--- src/rtl/inv_iter_pkg.sv ---
// rtl/inv_iter_pkg.sv - shared types and sizing helpers for the iterative modular inverter
package inv_iter_pkg;

    typedef enum logic [1:0] {
        IDLE = 2'd0,
        LOAD = 2'd1,
        ITER = 2'd2,
        DONE = 2'd3
    } state_t;

    localparam int IP_WIDTH_DEFAULT = 6;
    localparam int T_W              = IP_WIDTH_DEFAULT + 2;

    // Bezout coefficients stay within [-m, m], so two extra bits cover sign and magnitude.
    function automatic int t_width(input int ip_width);
        return ip_width + 2;
    endfunction

    // Euclid needs at most ~1.45*w quotient steps; the counter must reach that plus margin.
    function automatic int min_cnt_w(input int ip_width);
        int steps;
        steps = (145 * ip_width + 99) / 100 + 2;
        return $clog2(steps + 1);
    endfunction

endpackage

--- src/rtl/inv_iter_if.sv ---
// rtl/inv_iter_if.sv - request/result handshake bundle; INV_ITER_CNT_EN adds out_iter
interface inv_iter_if #(
    parameter int IP_WIDTH = 6
`ifdef INV_ITER_CNT_EN
    , parameter int CNT_W  = 5
`endif
);
    logic                in_valid;
    logic                in_ready;
    logic [IP_WIDTH-1:0] in_val;
    logic [IP_WIDTH-1:0] in_mod;
    logic                out_valid;
    logic                out_ready;
    logic [IP_WIDTH-1:0] out_inv;
    logic                out_err;
`ifdef INV_ITER_CNT_EN
    logic [CNT_W-1:0]    out_iter;
`endif

    modport master (
        output in_valid, in_val, in_mod, out_ready,
        input  in_ready, out_valid, out_inv, out_err
`ifdef INV_ITER_CNT_EN
        , input out_iter
`endif
    );

    modport slave (
        input  in_valid, in_val, in_mod, out_ready,
        output in_ready, out_valid, out_inv, out_err
`ifdef INV_ITER_CNT_EN
        , output out_iter
`endif
    );

endinterface

--- src/rtl/inv_step.sv ---
// rtl/inv_step.sv - one combinational extended-Euclid quotient step
module inv_step #(
    parameter  int IP_WIDTH = 6,
    localparam int TW       = IP_WIDTH + 2
) (
    input  logic [IP_WIDTH-1:0]  r0,
    input  logic [IP_WIDTH-1:0]  r1,
    input  logic signed [TW-1:0] t0,
    input  logic signed [TW-1:0] t1,
    output logic [IP_WIDTH-1:0]  r0_next,
    output logic [IP_WIDTH-1:0]  r1_next,
    output logic signed [TW-1:0] t0_next,
    output logic signed [TW-1:0] t1_next
);

    logic [IP_WIDTH-1:0]              q;
    logic signed [IP_WIDTH+TW-1:0]    tq;
    logic signed [IP_WIDTH+TW-1:0]    tn;

    always_comb begin
        q       = (r1 != '0) ? (r0 / r1) : '0;
        r0_next = r1;
        // q*r1 <= r0, so the narrow product and difference are exact
        r1_next = r0 - q * r1;
        tq      = $signed({{TW{1'b0}}, q}) * $signed({{IP_WIDTH{t1[TW-1]}}, t1});
        tn      = $signed({{IP_WIDTH{t0[TW-1]}}, t0}) - tq;
        t0_next = t1;
        t1_next = TW'(tn);
    end

endmodule

--- src/rtl/inv_iter_ip.sv ---
// rtl/inv_iter_ip.sv - sequential modular inverse (one Euclid step/clock); INV_ITER_CNT_EN exports step count
module inv_iter_ip
    import inv_iter_pkg::*;
#(
    parameter int IP_WIDTH = 6,
    parameter int CNT_W    = 5
) (
    input  logic       clk,
    input  logic       rst_n,
    inv_iter_if.slave  bus
);

    localparam int TW = t_width(IP_WIDTH);

    if (CNT_W < min_cnt_w(IP_WIDTH)) begin : g_cnt_w_check
        $error("inv_iter_ip: CNT_W too small for IP_WIDTH");
    end

    state_t                state, state_next;
    logic [IP_WIDTH-1:0]   x_q, m_q, r0, r1, inv_q, inv_fix;
    logic signed [TW-1:0]  t0, t1, t_adj;
    logic                  err_q;
    logic [IP_WIDTH-1:0]   r0_n, r1_n;
    logic signed [TW-1:0]  t0_n, t1_n;

    inv_step #(.IP_WIDTH(IP_WIDTH)) u_step (
        .r0      (r0),
        .r1      (r1),
        .t0      (t0),
        .t1      (t1),
        .r0_next (r0_n),
        .r1_next (r1_n),
        .t0_next (t0_n),
        .t1_next (t1_n)
    );

    always_ff @(posedge clk or negedge rst_n) begin
        if (!rst_n) state <= IDLE;
        else        state <= state_next;
    end

    always_comb begin
        state_next = state;
        case (state)
            IDLE:    if (bus.in_valid)  state_next = LOAD;
            LOAD:    state_next = ITER;
            ITER:    if (r1 == '0)      state_next = DONE;
            DONE:    if (bus.out_ready) state_next = IDLE;
            default: state_next = IDLE;
        endcase
    end

    always_comb begin
        t_adj   = t0[TW-1] ? (t0 + $signed({2'b00, m_q})) : t0;
        inv_fix = IP_WIDTH'(t_adj);
    end

`ifdef INV_ITER_CNT_EN
    logic [CNT_W-1:0] cnt;

    always_ff @(posedge clk or negedge rst_n) begin
        if (!rst_n)                         cnt <= '0;
        else if (state == LOAD)             cnt <= '0;
        else if (state == ITER && r1 != '0) cnt <= cnt + CNT_W'(1);
    end

    assign bus.out_iter = cnt;
`endif

    always_ff @(posedge clk or negedge rst_n) begin
        if (!rst_n) begin
            x_q   <= '0;
            m_q   <= '0;
            r0    <= '0;
            r1    <= '0;
            t0    <= '0;
            t1    <= '0;
            inv_q <= '0;
            err_q <= 1'b0;
        end else begin
            case (state)
                IDLE: if (bus.in_valid) begin
                    x_q <= bus.in_val;
                    m_q <= bus.in_mod;
                end
                LOAD: begin
                    t0 <= '0;
                    t1 <= TW'(1);
                    // m<2 runs a single empty ITER cycle with r0=0, which resolves to an error
                    if (m_q < IP_WIDTH'(2)) begin
                        r0 <= '0;
                        r1 <= '0;
                    end else begin
                        r0 <= m_q;
                        r1 <= x_q % m_q;
                    end
                end
                ITER: begin
                    if (r1 != '0) begin
                        r0 <= r0_n;
                        r1 <= r1_n;
                        t0 <= t0_n;
                        t1 <= t1_n;
                    end else if (r0 == IP_WIDTH'(1)) begin
                        inv_q <= inv_fix;
                        err_q <= 1'b0;
                    end else begin
                        inv_q <= '0;
                        err_q <= 1'b1;
                    end
                end
                default: ;
            endcase
        end
    end

    assign bus.in_ready  = (state == IDLE);
    assign bus.out_valid = (state == DONE);
    assign bus.out_inv   = inv_q;
    assign bus.out_err   = err_q;

endmodule
--- src/flat_wrapper.sv ---
// flat-port wrapper written by rule: the top's interface ports become plain ports
module inv_iter_ip_flat import inv_iter_pkg::*;
#(
    parameter int IP_WIDTH = 6,
    parameter int CNT_W    = 5
)
  (clk, rst_n, bus_in_valid, bus_in_val, bus_in_mod, bus_out_ready, bus_in_ready, bus_out_valid, bus_out_inv, bus_out_err);
  inv_iter_if #(.IP_WIDTH(IP_WIDTH)) bus_i ();
  input  logic clk;
  input  logic rst_n;
  input wire logic [$bits(bus_i.in_valid)-1:0] bus_in_valid;
  input wire logic [$bits(bus_i.in_val)-1:0] bus_in_val;
  input wire logic [$bits(bus_i.in_mod)-1:0] bus_in_mod;
  input wire logic [$bits(bus_i.out_ready)-1:0] bus_out_ready;
  output wire logic [$bits(bus_i.in_ready)-1:0] bus_in_ready;
  output wire logic [$bits(bus_i.out_valid)-1:0] bus_out_valid;
  output wire logic [$bits(bus_i.out_inv)-1:0] bus_out_inv;
  output wire logic [$bits(bus_i.out_err)-1:0] bus_out_err;
  assign bus_i.in_valid = bus_in_valid;
  assign bus_i.in_val = bus_in_val;
  assign bus_i.in_mod = bus_in_mod;
  assign bus_i.out_ready = bus_out_ready;
  assign bus_in_ready = bus_i.in_ready;
  assign bus_out_valid = bus_i.out_valid;
  assign bus_out_inv = bus_i.out_inv;
  assign bus_out_err = bus_i.out_err;
  inv_iter_ip #(.IP_WIDTH(IP_WIDTH), .CNT_W(CNT_W)) u_core (.clk(clk), .rst_n(rst_n), .bus(bus_i));
endmodule
--- config.mk ---
export PLATFORM = sky130hd
export DESIGN_NAME = inv_iter_ip_flat
export DESIGN_NICKNAME = d
export VERILOG_FILES = /design/src/rtl/inv_iter_pkg.sv /design/src/rtl/inv_iter_if.sv /design/src/rtl/inv_step.sv /design/src/rtl/inv_iter_ip.sv /design/src/flat_wrapper.sv
export SDC_FILE = /design/constraint.sdc
export NUM_CORES = 1
export LEC_CHECK = 0
export CAP_MARGIN = 20
export CORE_MARGIN = 4
export CORE_UTILIZATION = 35
export DETAILED_ROUTE_END_ITERATION = 12
export SLEW_MARGIN = 20
export SYNTH_ARGS = -nofsm -noshare
export SYNTH_HDL_FRONTEND = slang
export SYNTH_SLANG_ARGS = --single-unit
--- constraint.sdc ---
create_clock -name clk -period 13.7 [get_ports clk]
set_input_delay 2.74 -clock clk [delete_from_list [all_inputs] [get_ports clk]]
set_output_delay 2.74 -clock clk [all_outputs]
set_load 0.02 [all_outputs]
==> results.cfg <==
[clocking]
post_cts_resized = 0
ctsHoldBuffers = 0
insertion_delay_ps = 290
clkSlewWorstSetupHoldPaths_ps = 70
cts_buffer_depth = 2
numCtsBuffers = 5
postCtsSetupRepairBufs = 0
cts_tree = yes
clockRootBuffer = clkbuf_16
clock-sinks = 49
h-tree-depth = 2

[global_routing]
grtUsageTotal = 0.154
grt_pass1_vias = 4578
grt_pass1_wl_um = 23500
antenna_found_initial = 0
grt_max_degree = 50
grt_overflow = 0

[sta]
min_period_ps = 11680
slew_violations = 0
fin_setup_tns_ps = 0
worst_pin_slew_ps = 965
hold_slack_ps = 486
fmax_ghz = 0.0856
finalHoldViolCount = 0
relSlewSlack = 0.357
rsz0062_at_grt = false
skew_ps = 7.91
period_share = 0.852
setup_viol = 0

[run]
drv_cap = 0

[setup_path]
slowest_stage = dfrtp_1
reg2reg_depth = 47
start_kind = flop
crit_arrival_ps = 11860
timing.rr.end = u_core.t1[7]
path_max_fanout = 14
reg2reg_from = u_core.r1[0]
worstSetupPathType = reg -> reg
worstSetupEndpointType = flop
regToRegSetupSlack_ps = 2020
slowest_delay_ps = 610
required_ps = 13890

[die]
core_um2 = 16500
dieArea_um2 = 19000
chipHeight_um = 138
top_level_ports = 25
core.rowCount = 47
die_x_um = 138
initial_core_util = 0.357

[synth]
netlist-cell-type-count = 63
synth_fp_nets = 785
yosys_warnings = 0
synth_edf_count = 0
syn_avg_cell_area_um2 = 8.99
async_flop_share = 1.00
synth_ff_type = dfrtp_1
syn-instance-count = 656
ys_ff_latch = 49
ys_seq_area_frac = 0.208
synth.cell_area_um2 = 5900

[route]
post_drt_wl_per_cell_um = 15.6
wl_um = 13900
vias = 4627
post-route-drc-count = 0
drtIter0Drc = 189
vias_per_cell = 5.19
ant_nets = 0
dr.pass1.iters = 4

[placed_design]
port_buffers = 24
place.gp.congestion = 0.842
dp_hpwl_um = 11100

[layout]
nets = 800
seqCellArea_um2 = 1230
diodes = 0
final_cell_mix = ha_1 (88), inv_1 (74), nand2_1 (50)
drive_above_1_share = 0.0833
final_common_cell = ha_1
syn_to_final_growth_pct = 10.3
fill_cells = 1646
multi_input_area_um2 = 4320

[min_path]
hold_depth = 2
holdCritStartpoint = u_core.bus.out_inv[4]
hp-class = reg -> reg
worstHoldEndpoint = u_core.bus.out_inv[4]

[outcome]
status = finished, final reports clean
Yosys cell counts, drive strengths merged, types with 6 or more instances:
| cell | number | area share |
|---|---|---|
| ha | 88 | 0.19 |
| inv | 74 | 0.047 |
| nand2 | 50 | 0.032 |
| dfrtp | 49 | 0.21 |
| a21oi | 38 | 0.032 |
| nor2 | 35 | 0.023 |
| xnor2 | 34 | 0.052 |
| o21ai | 33 | 0.029 |
| fa | 25 | 0.085 |
| mux2 | 24 | 0.046 |
| o21a | 18 | 0.023 |
| and2 | 17 | 0.019 |
| clkbuf | 15 | 0.0095 |
| mux2i | 15 | 0.025 |
| a21o | 13 | 0.017 |
| nor3 | 13 | 0.012 |
| xor2 | 13 | 0.019 |
| a22o | 11 | 0.016 |
| and3 | 9 | 0.0095 |
| nand2b | 6 | 0.0064 |
| o31ai | 6 | 0.0076 |
area by class of cell:
cell class,instances,share of cell area
clock buffers,5,0.0192
clock inverters,3,0.00327
inverters,74,0.0427
multi-input cells,513,0.663
flip-flops and latches,49,0.188
well taps,220,0.0423
repair buffers,28,0.0408
kinds of logic after synthesis:
group,Yosys count,share of synthesized area
AOI/OAI and AO/OA,154,0.173
buffers and inverters,94,0.0639
xor gates and xnor gates,49,0.0789
adders and majority gates,113,0.272
DFF,49,0.208
muxes,39,0.0719
and+or+nand+nor,158,0.133
sequential cells by signal, summed over array words and instances (netlist names):
register and count:
u_core.bus.out_inv 6, u_core.t0 8, u_core.r0 6, u_core.t1 8
u_core.r1 6, u_core.m_q 6, u_core.bus.out_err 1, u_core.x_q 6
u_core.state 2
worst max-delay path: cells and delay by family (launching register included):
kind	cells	cell delay, ps
adder cells (fa/ha/maj)	10	3540
buffers and inverters	3	570
flip-flops	1	610
multiplexers	1	400
XOR/XNOR	7	1460
AO/OA/AOI/OAI	19	3670
AND/OR/NAND/NOR	7	1310
per-stage QoR:
stage	instances	instance area, um2	setup WS [ps]	utilization
after floorplan	656	5900	2370	-
after global placement	884	6350	2360	0.384
after detailed placement	884	6350	2100	0.384
after CTS	892	6500	2070	0.393
after global routing	892	6510	1070	0.394
final	892	6510	2020	0.394
worst max-delay path by stage:
stage | slack [ps] | end | startpoint
final | 2020 | u_core.t1[7] | u_core.r1[0]
after global routing | 1070 | u_core.t1[7] | u_core.r1[0]
after CTS | 2070 | u_core.t1[7] | u_core.r1[4]
after detailed placement | 2100 | u_core.t1[7] | u_core.r1[4]
after global placement | 2360 | u_core.t1[7] | u_core.r1[4]
after floorplan | 2370 | u_core.t1[7] | u_core.r1[2]
per-layer routing:
| layer | vias up | global-route usage | wire length (um) |
|---|---|---|---|
| met5 | - | 0 | 0 |
| met4 | 0 | 0.0198 | 121 |
| met3 | 14 | 0.0179 | 350 |
| met2 | 74 | 0.254 | 6630 |
| met1 | 2228 | 0.221 | 6830 |
| li1 | 2311 | - | - |
Power is not shown: default switching activity piles up to over one toggle a cycle in this logic, so the estimate is an artifact.
